===== src/rtl/ex_stage_mc.sv =====
// ex_stage_mc -- handshaked execute stage with an iterative multiply/divide unit.
//
// Selects the ALU operands, runs single-cycle ALU ops, unsigned shift-add
// multiply and (optionally) restoring divide, and computes branch/jump targets.
// Results sit in an output register behind a valid/ready handshake.
//
// Ports:
//   clk, reset (async, active high), flush (sync kill of in-flight op/result)
//   in_valid/in_ready       : operation handshake
//   shamt_sel, alu_src      : operand A / B select
//   alu_op[3:0]             : 0 AND 1 OR 2 NOR 3 ADD 4 SUB 5 SLT 6 SLL 7 SRL
//                             8 LUI 9 MULU 10 DIVU, others give 0
//   read_data1/2, shamt_ext, imm_ext, pc_4, jump_index : operands
//   out_valid/out_ready     : result handshake
//   alu_result, hi_result, zero, branch_address, jump_address, out_pc_4
//
// Configuration macro: EX_DIVIDER_EN -- when defined, DIVU is an iterative
// restoring divider; otherwise op 10 is a single-cycle op producing 0/0.

module ex_stage_mc #(
   parameter int NBits = 32
) (
   input  logic             clk,
   input  logic             reset,
   input  logic             flush,
   input  logic             in_valid,
   output logic             in_ready,
   input  logic             shamt_sel,
   input  logic             alu_src,
   input  logic [3:0]       alu_op,
   input  logic [NBits-1:0] read_data1,
   input  logic [NBits-1:0] read_data2,
   input  logic [NBits-1:0] shamt_ext,
   input  logic [NBits-1:0] imm_ext,
   input  logic [NBits-1:0] pc_4,
   input  logic [NBits-7:0] jump_index,
   output logic             out_valid,
   input  logic             out_ready,
   output logic [NBits-1:0] alu_result,
   output logic [NBits-1:0] hi_result,
   output logic             zero,
   output logic [NBits-1:0] branch_address,
   output logic [NBits-1:0] jump_address,
   output logic [NBits-1:0] out_pc_4
);

   localparam int CW = $clog2(NBits) + 1;

   localparam logic [3:0] OP_AND  = 4'd0;
   localparam logic [3:0] OP_OR   = 4'd1;
   localparam logic [3:0] OP_NOR  = 4'd2;
   localparam logic [3:0] OP_ADD  = 4'd3;
   localparam logic [3:0] OP_SUB  = 4'd4;
   localparam logic [3:0] OP_SLT  = 4'd5;
   localparam logic [3:0] OP_SLL  = 4'd6;
   localparam logic [3:0] OP_SRL  = 4'd7;
   localparam logic [3:0] OP_LUI  = 4'd8;
   localparam logic [3:0] OP_MULU = 4'd9;
`ifdef EX_DIVIDER_EN
   localparam logic [3:0] OP_DIVU = 4'd10;

   typedef enum logic [1:0] {S_IDLE, S_MUL, S_DIV} state_e;
`else
   typedef enum logic [1:0] {S_IDLE, S_MUL} state_e;
`endif

   state_e             state_q, state_d;
   logic [CW-1:0]      cnt_q;
   logic [NBits-1:0]   acc_hi_q, acc_lo_q;   // mul: {partial hi, multiplier}; div: {remainder, quotient}
   logic [NBits-1:0]   opnd_q;               // mul: multiplicand; div: divisor
   logic               out_valid_q;
   logic [NBits-1:0]   res_q, hi_q, br_q, jmp_q, pc4_q;

   logic [NBits-1:0]   op_a, op_b, sc_res;
   logic               accept, mc_op, last_iter;
   logic [NBits:0]     mul_sum;
   logic [NBits-1:0]   it_hi, it_lo;

   assign op_a = shamt_sel ? shamt_ext : read_data1;
   assign op_b = alu_src   ? imm_ext   : read_data2;

   assign in_ready  = !reset && (state_q == S_IDLE) && (!out_valid_q || out_ready) && !flush;
   assign accept    = in_valid && in_ready;
   assign last_iter = (state_q != S_IDLE) && (cnt_q == CW'(1));

`ifdef EX_DIVIDER_EN
   assign mc_op = (alu_op == OP_MULU) || (alu_op == OP_DIVU);
`else
   assign mc_op = (alu_op == OP_MULU);
`endif

   // Single-cycle ALU; ops outside 0-8 (and DIVU without the divider) give 0.
   always_comb begin
      sc_res = '0;
      case (alu_op)
         OP_AND:  sc_res = op_a & op_b;
         OP_OR:   sc_res = op_a | op_b;
         OP_NOR:  sc_res = ~(op_a | op_b);
         OP_ADD:  sc_res = op_a + op_b;
         OP_SUB:  sc_res = op_a - op_b;
         OP_SLT:  sc_res = {{(NBits-1){1'b0}}, ($signed(op_a) < $signed(op_b))};
         OP_SLL:  sc_res = op_b << op_a[4:0];
         OP_SRL:  sc_res = op_b >> op_a[4:0];
         OP_LUI:  sc_res = op_b << (NBits/2);
         default: sc_res = '0;
      endcase
   end

   // One shift-add multiply step: add multiplicand on the multiplier LSB,
   // then shift the {carry, hi, lo} triple right by one.
   assign mul_sum = {1'b0, acc_hi_q} + (acc_lo_q[0] ? {1'b0, opnd_q} : '0);

`ifdef EX_DIVIDER_EN
   logic [NBits:0] div_shift, div_diff;
   assign div_shift = {acc_hi_q, acc_lo_q[NBits-1]};
   assign div_diff  = div_shift - {1'b0, opnd_q};
`endif

   always_comb begin
      it_hi = mul_sum[NBits:1];
      it_lo = {mul_sum[0], acc_lo_q[NBits-1:1]};
`ifdef EX_DIVIDER_EN
      // Restoring step; a zero divisor never borrows, so quotient ends
      // all-ones and the remainder collects the whole dividend.
      if (state_q == S_DIV) begin
         if (!div_diff[NBits]) begin
            it_hi = div_diff[NBits-1:0];
            it_lo = {acc_lo_q[NBits-2:0], 1'b1};
         end else begin
            it_hi = div_shift[NBits-1:0];
            it_lo = {acc_lo_q[NBits-2:0], 1'b0};
         end
      end
`endif
   end

   // FSM next state
   always_comb begin
      state_d = state_q;
      case (state_q)
         S_IDLE: begin
            if (accept && (alu_op == OP_MULU)) state_d = S_MUL;
`ifdef EX_DIVIDER_EN
            else if (accept && (alu_op == OP_DIVU)) state_d = S_DIV;
`endif
         end
         default: if (last_iter) state_d = S_IDLE;
      endcase
      if (flush) state_d = S_IDLE;
   end

   always_ff @(posedge clk or posedge reset) begin
      if (reset) state_q <= S_IDLE;
      else       state_q <= state_d;
   end

   always_ff @(posedge clk or posedge reset) begin
      if (reset) begin
         cnt_q       <= '0;
         acc_hi_q    <= '0;
         acc_lo_q    <= '0;
         opnd_q      <= '0;
         out_valid_q <= 1'b0;
         res_q       <= '0;
         hi_q        <= '0;
         br_q        <= '0;
         jmp_q       <= '0;
         pc4_q       <= '0;
      end else if (flush) begin
         out_valid_q <= 1'b0;
         cnt_q       <= '0;
      end else if (accept) begin
         // Acceptance implies the result slot is empty or draining now.
         pc4_q <= pc_4;
         br_q  <= pc_4 + {imm_ext[NBits-3:0], 2'b00};
         jmp_q <= {pc_4[NBits-1:NBits-4], jump_index, 2'b00};
         if (mc_op) begin
            cnt_q       <= CW'(NBits);
            acc_hi_q    <= '0;
            acc_lo_q    <= (alu_op == OP_MULU) ? op_b : op_a;
            opnd_q      <= (alu_op == OP_MULU) ? op_a : op_b;
            out_valid_q <= 1'b0;
         end else begin
            res_q       <= sc_res;
            hi_q        <= '0;
            out_valid_q <= 1'b1;
         end
      end else if (state_q != S_IDLE) begin
         // out_valid is always low here: a multi-cycle op only starts
         // when the previous result has left.
         cnt_q    <= cnt_q - CW'(1);
         acc_hi_q <= it_hi;
         acc_lo_q <= it_lo;
         if (last_iter) begin
            res_q       <= it_lo;
            hi_q        <= it_hi;
            out_valid_q <= 1'b1;
         end
      end else if (out_ready) begin
         out_valid_q <= 1'b0;
      end
   end

   assign out_valid      = out_valid_q;
   assign alu_result     = res_q;
   assign hi_result      = hi_q;
   assign zero           = (res_q == '0);
   assign branch_address = br_q;
   assign jump_address   = jmp_q;
   assign out_pc_4       = pc4_q;

endmodule


===== config.mk =====
export PLATFORM = sky130hd
export DESIGN_NAME = ex_stage_mc
export DESIGN_NICKNAME = d
export VERILOG_FILES = /design/src/rtl/ex_stage_mc.sv
export SDC_FILE = /design/constraint.sdc
export NUM_CORES = 1
export LEC_CHECK = 0
export ABC_AREA = 1
export CORE_ASPECT_RATIO = 0.5
export CORE_MARGIN = 2
export CORE_UTILIZATION = 35
export DETAILED_ROUTE_END_ITERATION = 8
export GPL_TIMING_DRIVEN = 0
export HOLD_SLACK_MARGIN = 0.03
export PLACE_DENSITY = 0.62
export SYNTH_ARGS = -nofsm -noshare
export SYNTH_HDL_FRONTEND = slang
export SYNTH_SLANG_ARGS = --single-unit

===== constraint.sdc =====
create_clock -name clk -period 11.7 [get_ports clk]
set_input_delay 2.34 -clock clk [delete_from_list [all_inputs] [get_ports clk]]
set_output_delay 2.34 -clock clk [all_outputs]
set_load 0.01 [all_outputs]

==> results of run 1 <==
[routing by layer]
| layer | global-route usage (%) | part of all wire [%] | vias to the layer above |
|---|---|---|---|
| li1 | - | - | 14010 |
| met1 | 47.9 | 43 | 14257 |
| met2 | 52.8 | 42 | 1554 |
| met3 | 7.78 | 11 | 247 |
| met4 | 13.1 | 4.2 | 2 |
| met5 | 0 | 0.0084 | - |
[layout make-up]
| type | count | area [um^2] |
|---|---|---|
| Buffer | 182 | 967 |
| Timing Repair Buffer | 357 | 3610 |
| Tap cell | 945 | 1180 |
| Clock buffer | 34 | 731 |
| Multi-Input combinational cell | 3179 | 15700 |
| Inverter | 442 | 1680 |
| Clock inverter | 11 | 105 |
| Antenna cell | 2 | 5.00 |
| Sequential cell | 256 | 6410 |
| Fill cell | 7535 | 39100 |
[cell families (layout without fill, tap and decap cells)]
group | count (synthesis) | in the layout | synth area share [%]
simple gates | 2350 | 2350 | 39.8
compound gates | 642 | 642 | 14.3
buf+inv | 624 | 1026 | 10.7
flops | 256 | 256 | 25.9
fa+ha+maj | 175 | 175 | 8.96
xor+xnor | 10 | 10 | 0.353
other cells | 1 | 4 | 0.0151
[Yosys cell counts, types with 26 or more instances]
library cell,n,share of area (%)
a21oi_1,251,5.1
o21ai_0,243,4.9
a31oi_1,53,1.3
inv_1,430,6.5
clkbuf_1,64,0.97
or2_2,36,0.91
buf_4,26,0.79
ha_1,171,8.6
buf_2,63,1.3
nand2_1,1357,21
nor3_1,26,0.53
dfrtp_1,256,26
nand3_1,487,9.8
nand4_1,54,1.4
nor2_1,338,5.1
[state kept, by name, indices dropped and copies added, names as in the netlist]
signal and cells:
cnt_q 6, acc_hi_q 32, out_pc_4 30, alu_result 32, jump_address 26, acc_lo_q 32
out_valid 1, branch_address 32, opnd_q 32, hi_result 32, state_q 1
[worst reg2reg max path: stages, from the launching register on]
cell and delay, ns:
dfrtp_1 0.32, buf_2 0.24, clkbuf_1 0.41, nand2_1 0.18, inv_1 0.09, ha_1 0.19, nand3_1 0.12, a21oi_1 0.36
nor2_1 0.14, o21ai_0 0.45, inv_1 0.11, o21bai_1 0.34, nand2_1 0.17, nand3b_1 0.18, nand4_1 0.16, nand2_1 0.12
[report_power, final]
| part | internal [mW] | leakage (nW) | switching (mW) |
|---|---|---|---|
| logic | 0.570 | 11.6 | 1.02 |
| registers | 1.04 | 3.26 | 0.114 |
| clock network | 0.463 | 0.413 | 0.397 |
[through the flow]
| step | utilization, % | TNS, ns |
|---|---|---|
| floorplan | - | 0 |
| global placement | 42.5 | -775.11 |
| detailed placement | 42.6 | 0 |
| CTS | 43.8 | 0 |
| global route | 43.8 | 0 |
| finish | 43.8 | 0 |
[final timing paths]
path / slack (ns) / to
min in group asynchronous: 2.23 / alu_result[12]
max in group asynchronous: 8.48 / hi_result[10]
worst min-delay path: 0.48 / out_pc_4[25]
worst max register to register: 8.05 / hi_result[26]
worst max-delay path: 5.06 / in_ready
worst min register to register: 0.48 / out_pc_4[25]
==> results_dict.tcl, run 1 <==
set metrics [dict create \
    synth_cell_types 58 \
    final_common_cell "nand2_1" \
    place_inst 5361 \
    whs_path_depth 2 \
    ys_ff_latch 256 \
    final_net_count 4816 \
    antenna_left 0 \
    cts.repair.resized 0 \
    min_path_type "register to register" \
    required_ns 9.36 \
    crit_arrival_ns 4.30 \
    cts.sinks 256 \
    synth_cells 4058 \
    synthToLayoutAreaGrowth_pct 22.8 \
    max_cap_violations 0 \
    placement.io_buffers 355 \
    h-tree-depth 1 \
    worst-setup-path-type "primary input to output port" \
    insertion_delay_ns 0.60 \
    ioPinCount 360 \
    clk_pin_slew_ns 0.07 \
    holdBufCountCts 0 \
    hold_slack_ns 0.479 \
    drc 0 \
    viasPerCell 5.56 \
    place.gp.congestion 1.06 \
    drt_iter0_markers 3811 \
    final_cells 5408 \
    fin_ws_ns 5.06 \
    place_area_um2 29600 \
    cts_buffers 26 \
    ys_warn_count 0 \
    cpPeakStageDelay_ns 0.56 \
    place_ws_ns 5.03 \
    cts_tree "yes" \
    fp.dieW_um 380 \
    hpwlAfterDp_um 107000 \
    crit_path_max_fanout 71 \
    grt_pass1_wl_um 187000 \
    grt_max_degree 117 \
    antenna_found_initial 5 \
    die_area_um2 73100 \
    finalHoldViolCount 0 \
    layout_common_cells "nand2_1 (1357), nand3_1 (487), inv_1 (429)" \
    avgSynthCellArea_um2 6.11 \
    path_buf_inv 3 \
    fin_crit_sh_pct 56.8 \
    route.vias.total 30070 \
    netlist_area_um2 24800 \
    ys_seq_area_share_pct 25.9 \
    critPathCaptureType "output port" \
    cp_common_cell "clkdlybuf4s50_1" \
    ys_dominant_reg_cell "dfrtp_1" \
    core_area_um2 69500 \
    slew_viol_final 0 \
    slew_headroom_pct 6.27 \
    power.total_mw 3.60 \
    status "complete, no violations" \
    postRouteWirelength_um 131000 \
    dieHeight_um 192 \
    cts_setup_buffers 0 \
    rr_worst_depth 15 \
    path_depth 5 \
    ir_worst_vdd_mv 0.107 \
    power.leakage_nw 15.3 \
    async_reset_ff_share_pct 100 \
    crit_family "buffers and inverters" \
    fin_worst_skew_ns 0.0397 \
    clockBufferDepth 3 \
    globalRouteOverflowTotal 0 \
    grt_use_total_pct 34.7 \
    rows 68 \
    setup-violations-final 0 \
    path_cells "clkdlybuf4s50_1 > inv_8 > nand3_1 > a21oi_2 > clkdlybuf4s50_1" \
    cpMaxStageDelayCell "clkdlybuf4s50_1" \
    synth_edf_count 0 \
    cp-startpoint "reset" \
    post_drt_wl_per_cell_um 24.3 \
    rr_startpoint "acc_lo_q[0]" \
    hold_start "out_pc_4[25]" \
    drtPass1Iterations 6 \
    fin_area_um2 30400 \
    drive_gt1_share_pct 5.07 \
    max_freq_mhz 151 \
    powerDensity_nw_per_um2 118 \
    initial_core_util_pct 35.6 \
    layout_min_cycle_time_ns 6.64 \
    start_kind "primary input" \
    cts_root_buf "clkbuf_16" \
    rsz0062_at_grt "no" \
    first_global_vias 27738 \
    max_slew.worst_pin.slew_ns 1.39 \
]
Note: power is estimated with default switching activity, not from simulation.
==> inputs of run 2 (changes only) <==
Clock period 11.7 ns to 6.2 ns, I/O delays scaled along.
==> run 2 against run 1 <==
Compared with the run above: flip-flop and latch count stayed put; clock power increased by 110%; setup slack lost 4.5 ns; critical endpoint is now alu_result[13]; cell count increased by 0.28%; clock skew decreased by 0.012 ns; global-route usage up 1.1 points; final area grew 1.3%; largest cell class unchanged; critical path depth grew 12.
==> results_dict.tcl, run 2 (synthesis gave the netlist of run 1 again) <==
set metrics [dict create \
    status "complete, no violations" \
    cpPeakStageDelay_ns 0.99 \
    slew_viol_final 0 \
    place_ws_ns 0.332 \
    tns_ns 0 \
    multi_input_area_um2 15800 \
    drc 0 \
    switchingPower_mw 2.93 \
    fin_worst_skew_ns 0.0277 \
    fin_ws_ns 0.537 \
    layout_common_cells "nand2_1 (1355), nand3_1 (485), inv_1 (429)" \
    layout_min_cycle_time_ns 5.66 \
    place.gp.congestion 1.06 \
    postRouteWirelength_um 135000 \
    switching_share_pct 41.7 \
    cts_setup_buffers 0 \
    fp.dieW_um 380 \
    antenna_found_initial 9 \
    cts_buffers 27 \
    power.leakage_nw 15.5 \
    cp_common_cell "nand2_1" \
    globalRouteOverflowTotal 0 \
    route.vias.total 30391 \
    max_freq_mhz 177 \
    ioPinCount 360 \
    grt_pass1_wl_um 192000 \
    rr_startpoint "acc_lo_q[0]" \
    worst-setup-path-type "primary input to register" \
    cts_tree "yes" \
    die_area_um2 73100 \
    crit_family "simple AND/OR/NAND/NOR gates" \
    first_global_vias 28351 \
    slew_headroom_pct 5.95 \
    antenna_left 0 \
    finalHoldViolCount 0 \
    final_common_cell "nand2_1" \
    nFillCells 7494 \
    critPathCaptureType "register" \
    cpMaxStageDelayCell "clkbuf_1" \
    max_cap_violations 0 \
    comb_power_share_pct 43.1 \
    holdBufCountCts 0 \
    post_drt_wl_per_cell_um 24.9 \
    clockBufferDepth 3 \
    cts.sinks 256 \
    drt_iter0_markers 3706 \
    cts.repair.resized 0 \
    hpwlAfterDp_um 110000 \
    p_int_mw 4.10 \
    rsz0062_at_grt "no" \
    fin_crit_sh_pct 91.3 \
    start_kind "primary input" \
    drive_gt1_share_pct 6.08 \
    synthToLayoutAreaGrowth_pct 24.4 \
    cp-startpoint "read_data1[1]" \
    drtPass1Iterations 6 \
    rows 68 \
    insertion_delay_ns 0.59 \
    hold_start "out_pc_4[23]" \
    core_area_um2 69500 \
    clkPwrFrac_pct 26.0 \
    initial_core_util_pct 35.6 \
    dieHeight_um 192 \
    viasPerCell 5.60 \
    max_slew.worst_pin.slew_ns 1.40 \
    path_buf_inv 2 \
    required_ns 6.71 \
    h-tree-depth 1 \
    powerDensity_nw_per_um2 228 \
    placement.io_buffers 355 \
    final_net_count 4822 \
    clk_pin_slew_ns 0.07 \
    power_frac_seq_pct 30.8 \
    path_cells "clkdlybuf4s50_1 > o21ai_4 > clkbuf_1 > ha_1 > nor2_1 > nand2_1 > nand3_1 > nand2_1 > nand2_1 > nand2_1 > nand2_1 > o21ai_0 > o21ai_0 > nor2_1 > nand2_1 > nand2_1 > a21oi_1" \
    crit_arrival_ns 6.17 \
    grt_max_degree 40 \
    power.total_mw 7.03 \
    setup-violations-final 0 \
    cts_root_buf "clkbuf_16" \
    min_path_type "register to register" \
    seqCellArea_um2 6410 \
    ir_worst_vdd_mv 0.203 \
    crit_path_max_fanout 12 \
    grt_use_total_pct 35.9 \
]
## run 2: cell count changes in the layout (fill, tap and decap cells not counted), sizes merged, moves of 3 or more
cell      before  now
clkinvlp       1    4
diode          2    7
clkinv        11    8
buf          118  123
bufinv         1    4
## run 2: stage by stage
stage / util (%) / cell area [um^2] / instances / hold WS, ns
floorplan: - / 25000 / 4059 / 0.448
global placement: 42.7 / 29700 / 5359 / 0.464
detailed placement: 42.9 / 29800 / 5366 / 0.464
CTS: 44.3 / 30800 / 5416 / 0.483
global route: 44.3 / 30800 / 5416 / 0.497
finish: 44.3 / 30800 / 5423 / 0.480
## run 2: tightest hold or removal path, delay by kind of cell, from the launching register on
family           cells  cell delay [ns]
flip-flops           1             0.34
AND/OR/NAND/NOR      2             0.10
## run 2: worst paths after layout
kind	to	slack, ns	cells after the start
max in group asynchronous	out_pc_4[10]	3.42	7
setup / recovery	alu_result[13]	0.54	17
hold reg to reg	out_pc_4[23]	0.48	2
hold / removal	out_pc_4[23]	0.48	2
setup reg to reg	hi_result[21]	2.57	14
min in group asynchronous	jump_address[18]	1.12	2
## run 2: layout make-up
type / count / share of cell area, %
antenna: 7 / 0.0568
tap: 945 / 3.84
inverter: 442 / 5.48
clock inverter: 15 / 0.650
buffer: 182 / 3.56
clock buffer: 35 / 2.52
multi-input combinational: 3179 / 51.1
timing repair buffer: 362 / 12.0
sequential: 256 / 20.8
## run 2: layer usage
layer	part of all wire [%]	GRT usage, %	wire, um	up-vias
met2	43	55.6	58000	1560
met3	9.9	8.53	13300	246
met5	0.030	0	41	-
met1	44	49.1	58800	14571
li1	-	-	-	14008
met4	3.6	11.2	4870	6
## run 2: power groups by stage
stage	sequential [mW]	clock (mW)	combinational, mW
after CTS	2.16	1.84	2.95
after detailed placement	2.19	0	2.93
final	2.17	1.83	3.03
after floorplan	2.22	0	1.52
after global routing	2.20	1.92	3.26
after global placement	2.19	0	2.92
